$ cat src/rtl/spi_pkg.sv
// Shared types and constants for the SPI transfer scheduler.
package spi_pkg;

   typedef enum logic [1:0] {
      ST_IDLE = 2'd0,
      ST_REQ  = 2'd1,
      ST_DROP = 2'd2
   } state_t;

   localparam logic [1:0] TR_EN_ON  = 2'b01;
   localparam logic [1:0] TR_EN_OFF = 2'b00;
   localparam int         DEF_DEPTH = 8;

   typedef struct packed {
      logic [7:0] comp;
      logic       cpol;
      logic       cpha;
      logic       msb_lsb;
   } cfg_t;

endpackage

$ cat src/rtl/spi_sync_fifo.sv
// Single-clock show-ahead FIFO; rd_dat shows the head whenever !empty.
// Latency: a write is visible on rd_dat one cycle later.
// Backpressure: writes when full and reads when empty are ignored.
module spi_sync_fifo
   import spi_pkg::*;
#(
   parameter int DW    = 8,
   parameter int DEPTH = DEF_DEPTH,
   parameter int AW    = 3
) (
   input  logic          clk,
   input  logic          resetn,
   input  logic          wr,
   input  logic [DW-1:0] wr_dat,
   input  logic          rd,
   output logic [DW-1:0] rd_dat,
   output logic          full,
   output logic          empty
);

   localparam logic [AW:0] FULL_CNT = (AW+1)'(DEPTH);

   logic [DW-1:0] mem [DEPTH];
   logic [AW-1:0] wr_ptr;
   logic [AW-1:0] rd_ptr;
   logic [AW:0]   count;
   logic          wr_ok;
   logic          rd_ok;

   assign full   = (count == FULL_CNT);
   assign empty  = (count == '0);
   assign wr_ok  = wr & ~full;
   assign rd_ok  = rd & ~empty;
   assign rd_dat = mem[rd_ptr];

   always_ff @(posedge clk or negedge resetn) begin
      if (!resetn) begin
         wr_ptr <= '0;
         rd_ptr <= '0;
         count  <= '0;
         for (int i = 0; i < DEPTH; i++) mem[i] <= '0;
      end else begin
         if (wr_ok) begin
            mem[wr_ptr] <= wr_dat;
            wr_ptr      <= wr_ptr + AW'(1);
         end
         if (rd_ok) rd_ptr <= rd_ptr + AW'(1);
         case ({wr_ok, rd_ok})
            2'b10:   count <= count + (AW+1)'(1);
            2'b01:   count <= count - (AW+1)'(1);
            default: count <= count;
         endcase
      end
   end

endmodule

$ cat src/rtl/spi_fifo_ctrl.sv
// Buffers TX bytes, runs one req/ack core transfer per byte, stores each received byte in RX.
// Latency: byte written into an empty TX with FSM idle raises m_tx_req one cycle later.
// Backpressure: no launch while RX is full; enable=0 aborts the in-flight byte without an RX push.
module spi_fifo_ctrl
   import spi_pkg::*;
#(
   parameter int DEPTH = DEF_DEPTH,
   parameter int AW    = 3
) (
   input  logic       clk,
   input  logic       resetn,
   input  logic       enable,
   input  logic [7:0] cfg_comp,
   input  logic       cfg_cpol,
   input  logic       cfg_cpha,
   input  logic       cfg_msb_lsb,
   input  logic       tx_wr,
   input  logic [7:0] tx_wdata,
   output logic       tx_full,
   output logic       tx_empty,
   input  logic       rx_rd,
   output logic [7:0] rx_rdata,
   output logic       rx_empty,
   output logic       rx_full,
   output logic       busy,
   output logic       xfer_done,
   output logic [1:0] m_tr_en,
   output logic [7:0] m_comp,
   output logic       m_cpol,
   output logic       m_cpha,
   output logic       m_msb_lsb,
   output logic [7:0] m_tx_data,
   output logic       m_tx_req,
   input  logic       m_tx_req_ack,
   input  logic [7:0] m_rx_data
);

   state_t     state;
   cfg_t       cfg_q;
   logic [7:0] tx_head_dat;
   logic       launch;
   logic       rx_push_vld;

   assign launch      = enable & (state == ST_IDLE) & ~tx_empty & ~rx_full;
   assign rx_push_vld = enable & (state == ST_REQ) & m_tx_req_ack;
   assign busy        = (state != ST_IDLE);

   assign m_comp    = cfg_q.comp;
   assign m_cpol    = cfg_q.cpol;
   assign m_cpha    = cfg_q.cpha;
   assign m_msb_lsb = cfg_q.msb_lsb;

   spi_sync_fifo #(.DW(8), .DEPTH(DEPTH), .AW(AW)) u_tx_fifo (
      .clk    (clk),
      .resetn (resetn),
      .wr     (tx_wr),
      .wr_dat (tx_wdata),
      .rd     (launch),
      .rd_dat (tx_head_dat),
      .full   (tx_full),
      .empty  (tx_empty)
   );

   spi_sync_fifo #(.DW(8), .DEPTH(DEPTH), .AW(AW)) u_rx_fifo (
      .clk    (clk),
      .resetn (resetn),
      .wr     (rx_push_vld),
      .wr_dat (m_rx_data),
      .rd     (rx_rd),
      .rd_dat (rx_rdata),
      .full   (rx_full),
      .empty  (rx_empty)
   );

   always_ff @(posedge clk or negedge resetn) begin
      if (!resetn) begin
         state     <= ST_IDLE;
         cfg_q     <= '0;
         m_tx_data <= '0;
         m_tx_req  <= 1'b0;
         m_tr_en   <= TR_EN_OFF;
         xfer_done <= 1'b0;
      end else begin
         m_tr_en   <= enable ? TR_EN_ON : TR_EN_OFF;
         xfer_done <= 1'b0;
         // Abort takes priority over any ack arriving on the same edge.
         if (!enable) begin
            state    <= ST_IDLE;
            m_tx_req <= 1'b0;
         end else begin
            case (state)
               ST_IDLE: if (launch) begin
                  m_tx_data     <= tx_head_dat;
                  cfg_q.comp    <= cfg_comp;
                  cfg_q.cpol    <= cfg_cpol;
                  cfg_q.cpha    <= cfg_cpha;
                  cfg_q.msb_lsb <= cfg_msb_lsb;
                  m_tx_req      <= 1'b1;
                  state         <= ST_REQ;
               end
               ST_REQ: if (m_tx_req_ack) begin
                  xfer_done <= 1'b1;
                  m_tx_req  <= 1'b0;
                  state     <= ST_DROP;
               end
               ST_DROP: if (!m_tx_req_ack) state <= ST_IDLE;
               default: state <= ST_IDLE;
            endcase
         end
      end
   end

endmodule

$ cat config.mk
export PLATFORM = sky130hd
export DESIGN_NAME = spi_fifo_ctrl
export DESIGN_NICKNAME = d
export VERILOG_FILES = /design/src/rtl/spi_pkg.sv /design/src/rtl/spi_sync_fifo.sv /design/src/rtl/spi_fifo_ctrl.sv
export SDC_FILE = /design/constraint.sdc
export NUM_CORES = 1
export LEC_CHECK = 0
export CELL_PAD_IN_SITES_DETAIL_PLACEMENT = 1
export CELL_PAD_IN_SITES_GLOBAL_PLACEMENT = 1
export CORE_MARGIN = 4
export CORE_UTILIZATION = 30
export CTS_BUF_LIST = sky130_fd_sc_hd__clkbuf_4 sky130_fd_sc_hd__clkbuf_8 sky130_fd_sc_hd__clkbuf_16
export CTS_CLUSTER_DIAMETER = 80
export DETAILED_ROUTE_END_ITERATION = 6
export GPL_TIMING_DRIVEN = 0
export HOLD_SLACK_MARGIN = 0.03
export PLACE_DENSITY_LB_ADDON = 0.08
export SLEW_MARGIN = 5
export SYNTH_ARGS = -nofsm -noshare
export SYNTH_HDL_FRONTEND = slang
export SYNTH_SLANG_ARGS = --single-unit
$ cat constraint.sdc
create_clock -name clk -period 4 [get_ports clk]
set_clock_uncertainty 0.05 [all_clocks]
set_input_delay 0.4 -clock clk [delete_from_list [all_inputs] [get_ports clk]]
set_output_delay 0.4 -clock clk [all_outputs]
set_load 0.02 [all_outputs]
==> metrics.csv <==
metric,value,unit
syn_nets,557,
io_pins,69,
grt_pass1_vias,5054,
synth_cell_types,45,
clk_latency,0.43,ns
critical_path_required,3.55,ns
grt.overflow.total,0,
routed_via_density,4.77,
hold_start,u_rx_fifo.mem[12],
start_kind,register,
syn_avg_cell_area,15.2,um2
crit_fanout,10,
postCtsHoldBufs,1,
place_hpwl,12200,um
timing.rr.end,u_tx_fifo.count[3],
drive_gt1_share,39.3,%
finalPower,7.90,mW
worstMarginPinSlew,0.882,ns
period_share,90.2,%
antennaDiodeCount,0,
num_rows,58,
cts-root-buf,clkbuf_16,
synth_edf_count,0,
ir_worst_vdd,0.000330,V
hold_viol,0,
synthArstFlopShare,100,%
synthesis.area,7810,um2
die_w,169,um
fmax,277,MHz
synth_cells,513,
holdPathStages,1,
holdWs,0.443,ns
setup.worst_path.end_class,output pin,
slew_violations,0,
routedWlPerCell,19.8,um
die-area,28700,um2
firstDrtPassIters,4,
reg2reg_slack,0.68,ns
synthFlopType,dfrtp_1,
startpoint,u_rx_fifo.rd_ptr[1],
status,"complete, no violations",
grt_pass1_wl,29500,um
slew_headroom,41.2,%
grt_antenna_before_repair,0,
p_leak,4.08,nW
drv_cap,0,
drc,0,
routed_wl,18700,um
timing.rr.start,state[0],
grt_usage,13.5,%
finalSetupViolCount,0,
post-route-min-period,3.61,ns
core,25400,um2
arrival,3.16,ns
clk_pin_slew,0.07,ns
clock_path_buffers,2,
die_h,169,um
n_fill_cell,2569,
final_nets,645,
hold_class,reg2reg,
yosysWarnings,0,
tritoncts,built,
grt_max_degree,90,
p_per_area,829,nW/um2
hold_end,u_rx_fifo.mem[12],
path_class,reg2out,
synth-seq-area-share,55.1,%
cts_buffers,17,
cts_resized,0,
io_buffer_count,67,
place_congestion,0.701,
ys_seq_elements,172,
rsz0062_at_grt,no,
cts_sinks,172,
initial_core_util,30.7,%
cts_setup_buffers,0,
rr_worst_depth,8,
postRouteAntennaNets,0,
htreeDepth,4,
vias,4506,
syn_to_final_growth,22.0,%
drt-initial-drc-count,168,
final_util,37.5,%
-- state kept, by name (all words and copies together), names as in the netlist, 4 cells and up --
name and flops:
m_tx_data 8, u_tx_fifo.mem 64, u_tx_fifo.count 4, u_rx_fifo.count 4, m_comp 8, u_rx_fifo.mem 64
-- placed cells by master, fill, tap and decap left out, types with 3 or more instances in the layout --
master             n
a21oi_1           10
buf_1              3
buf_2             11
clkbuf_1           9
clkbuf_16         17
clkdlybuf4s50_1   66
clkinv_4           3
clkinvlp_4         3
dfrtp_1          172
ha_1              10
inv_1              8
mux2_2           150
mux2i_1            9
mux4_2            32
nand2_1           16
nand2b_1           8
nand3_1            3
nand3b_1           3
nor2_1            12
nor2b_1            3
nor3_1             3
nor4_1             4
o21ai_0            3
xnor2_1            8
xor2_1             8
-- final cells by class --
type                    instances  area [um2]  share of cell area (%)
flip-flops and latches        172        4300                    45.2
plain buffers                  24         108                    1.13
multi-input cells             309        3370                    35.3
repair buffers                 69         713                    7.49
clock buffers                  20         454                    4.77
well taps                     330         413                    4.33
inverters                       8        30.0                   0.315
clock inverters                12         139                    1.46
-- worst max path at each step --
stage	endpoint	cells past startpoint
4_1_cts	rx_rdata[2]	5
5_1_grt	rx_rdata[2]	5
6_report	rx_rdata[2]	5
2_1_floorplan	u_tx_fifo.count[2]	10
3_5_place_dp	u_tx_fifo.count[3]	9
3_3_place_gp	u_tx_fifo.mem[10]	1
-- worst max-delay path, cell delays in order (launching register included) --
cell,delay (ns)
dfrtp_1,0.35
buf_1,0.48
clkbuf_1,0.63
mux4_2,0.42
mux2_2,0.31
clkdlybuf4s50_1,0.55
-- cell usage after synthesis, drive strengths merged (4+ instances only) --
cell type,instances,area (um2)
dfrtp,172,4300
mux2,151,1700
mux4,32,721
nand2,16,60.1
buf,15,73.8
nor2,14,62.6
a21oi,10,50.1
ha,10,125
clkbuf,9,33.8
mux2i,9,90.1
inv,8,30.0
nand2b,8,50.1
xnor2,8,70.1
xor2,8,70.1
nand3,5,35.0
nor4,5,37.5
nor3,4,31.3
nor4b,4,62.6
-- power by group --
group	total, mW	switching (mW)	internal, mW	leakage (nW)
clock	1.68	0.721	0.957	0.285
combinational	3.24	1.46	1.77	1.65
sequential	2.99	0.445	2.54	2.14
-- stage by stage --
step                TNS (ns)  area, um2  std cells  setup WS [ns]
finish                     0       9530        944          0.391
global route               0       9530        944          0.257
CTS                        0       9530        944          0.298
detailed placement         0       8920        911          0.156
global placement     -809.40       8890        910          -4.72
floorplan                  0       7810        513           1.01
-- layer usage --
metal  global-route usage [%]  share of wire [%]
met5                        0                  0
met4                     3.57               0.86
met3                     3.07                2.6
met2                     23.8                 53
met1                     16.8                 44
-- cells by family (layout without fill, tap and decap cells) --
kind of cell             count (synthesis)  in the layout  share of synthesized area [%]
AO/OA/AOI/OAI                           17             17                           1.25
XOR/XNOR                                16             16                           1.79
adder cells (fa/ha/maj)                 11             11                           1.86
buffers and inverters                   32            133                           1.76
flip-flops                             172            172                           55.1
multiplexers                           192            192                           32.2
other                                    1              1                         0.0480
AND/OR/NAND/NOR                         72             72                           6.01
Note: power is estimated with default switching activity, not from simulation.
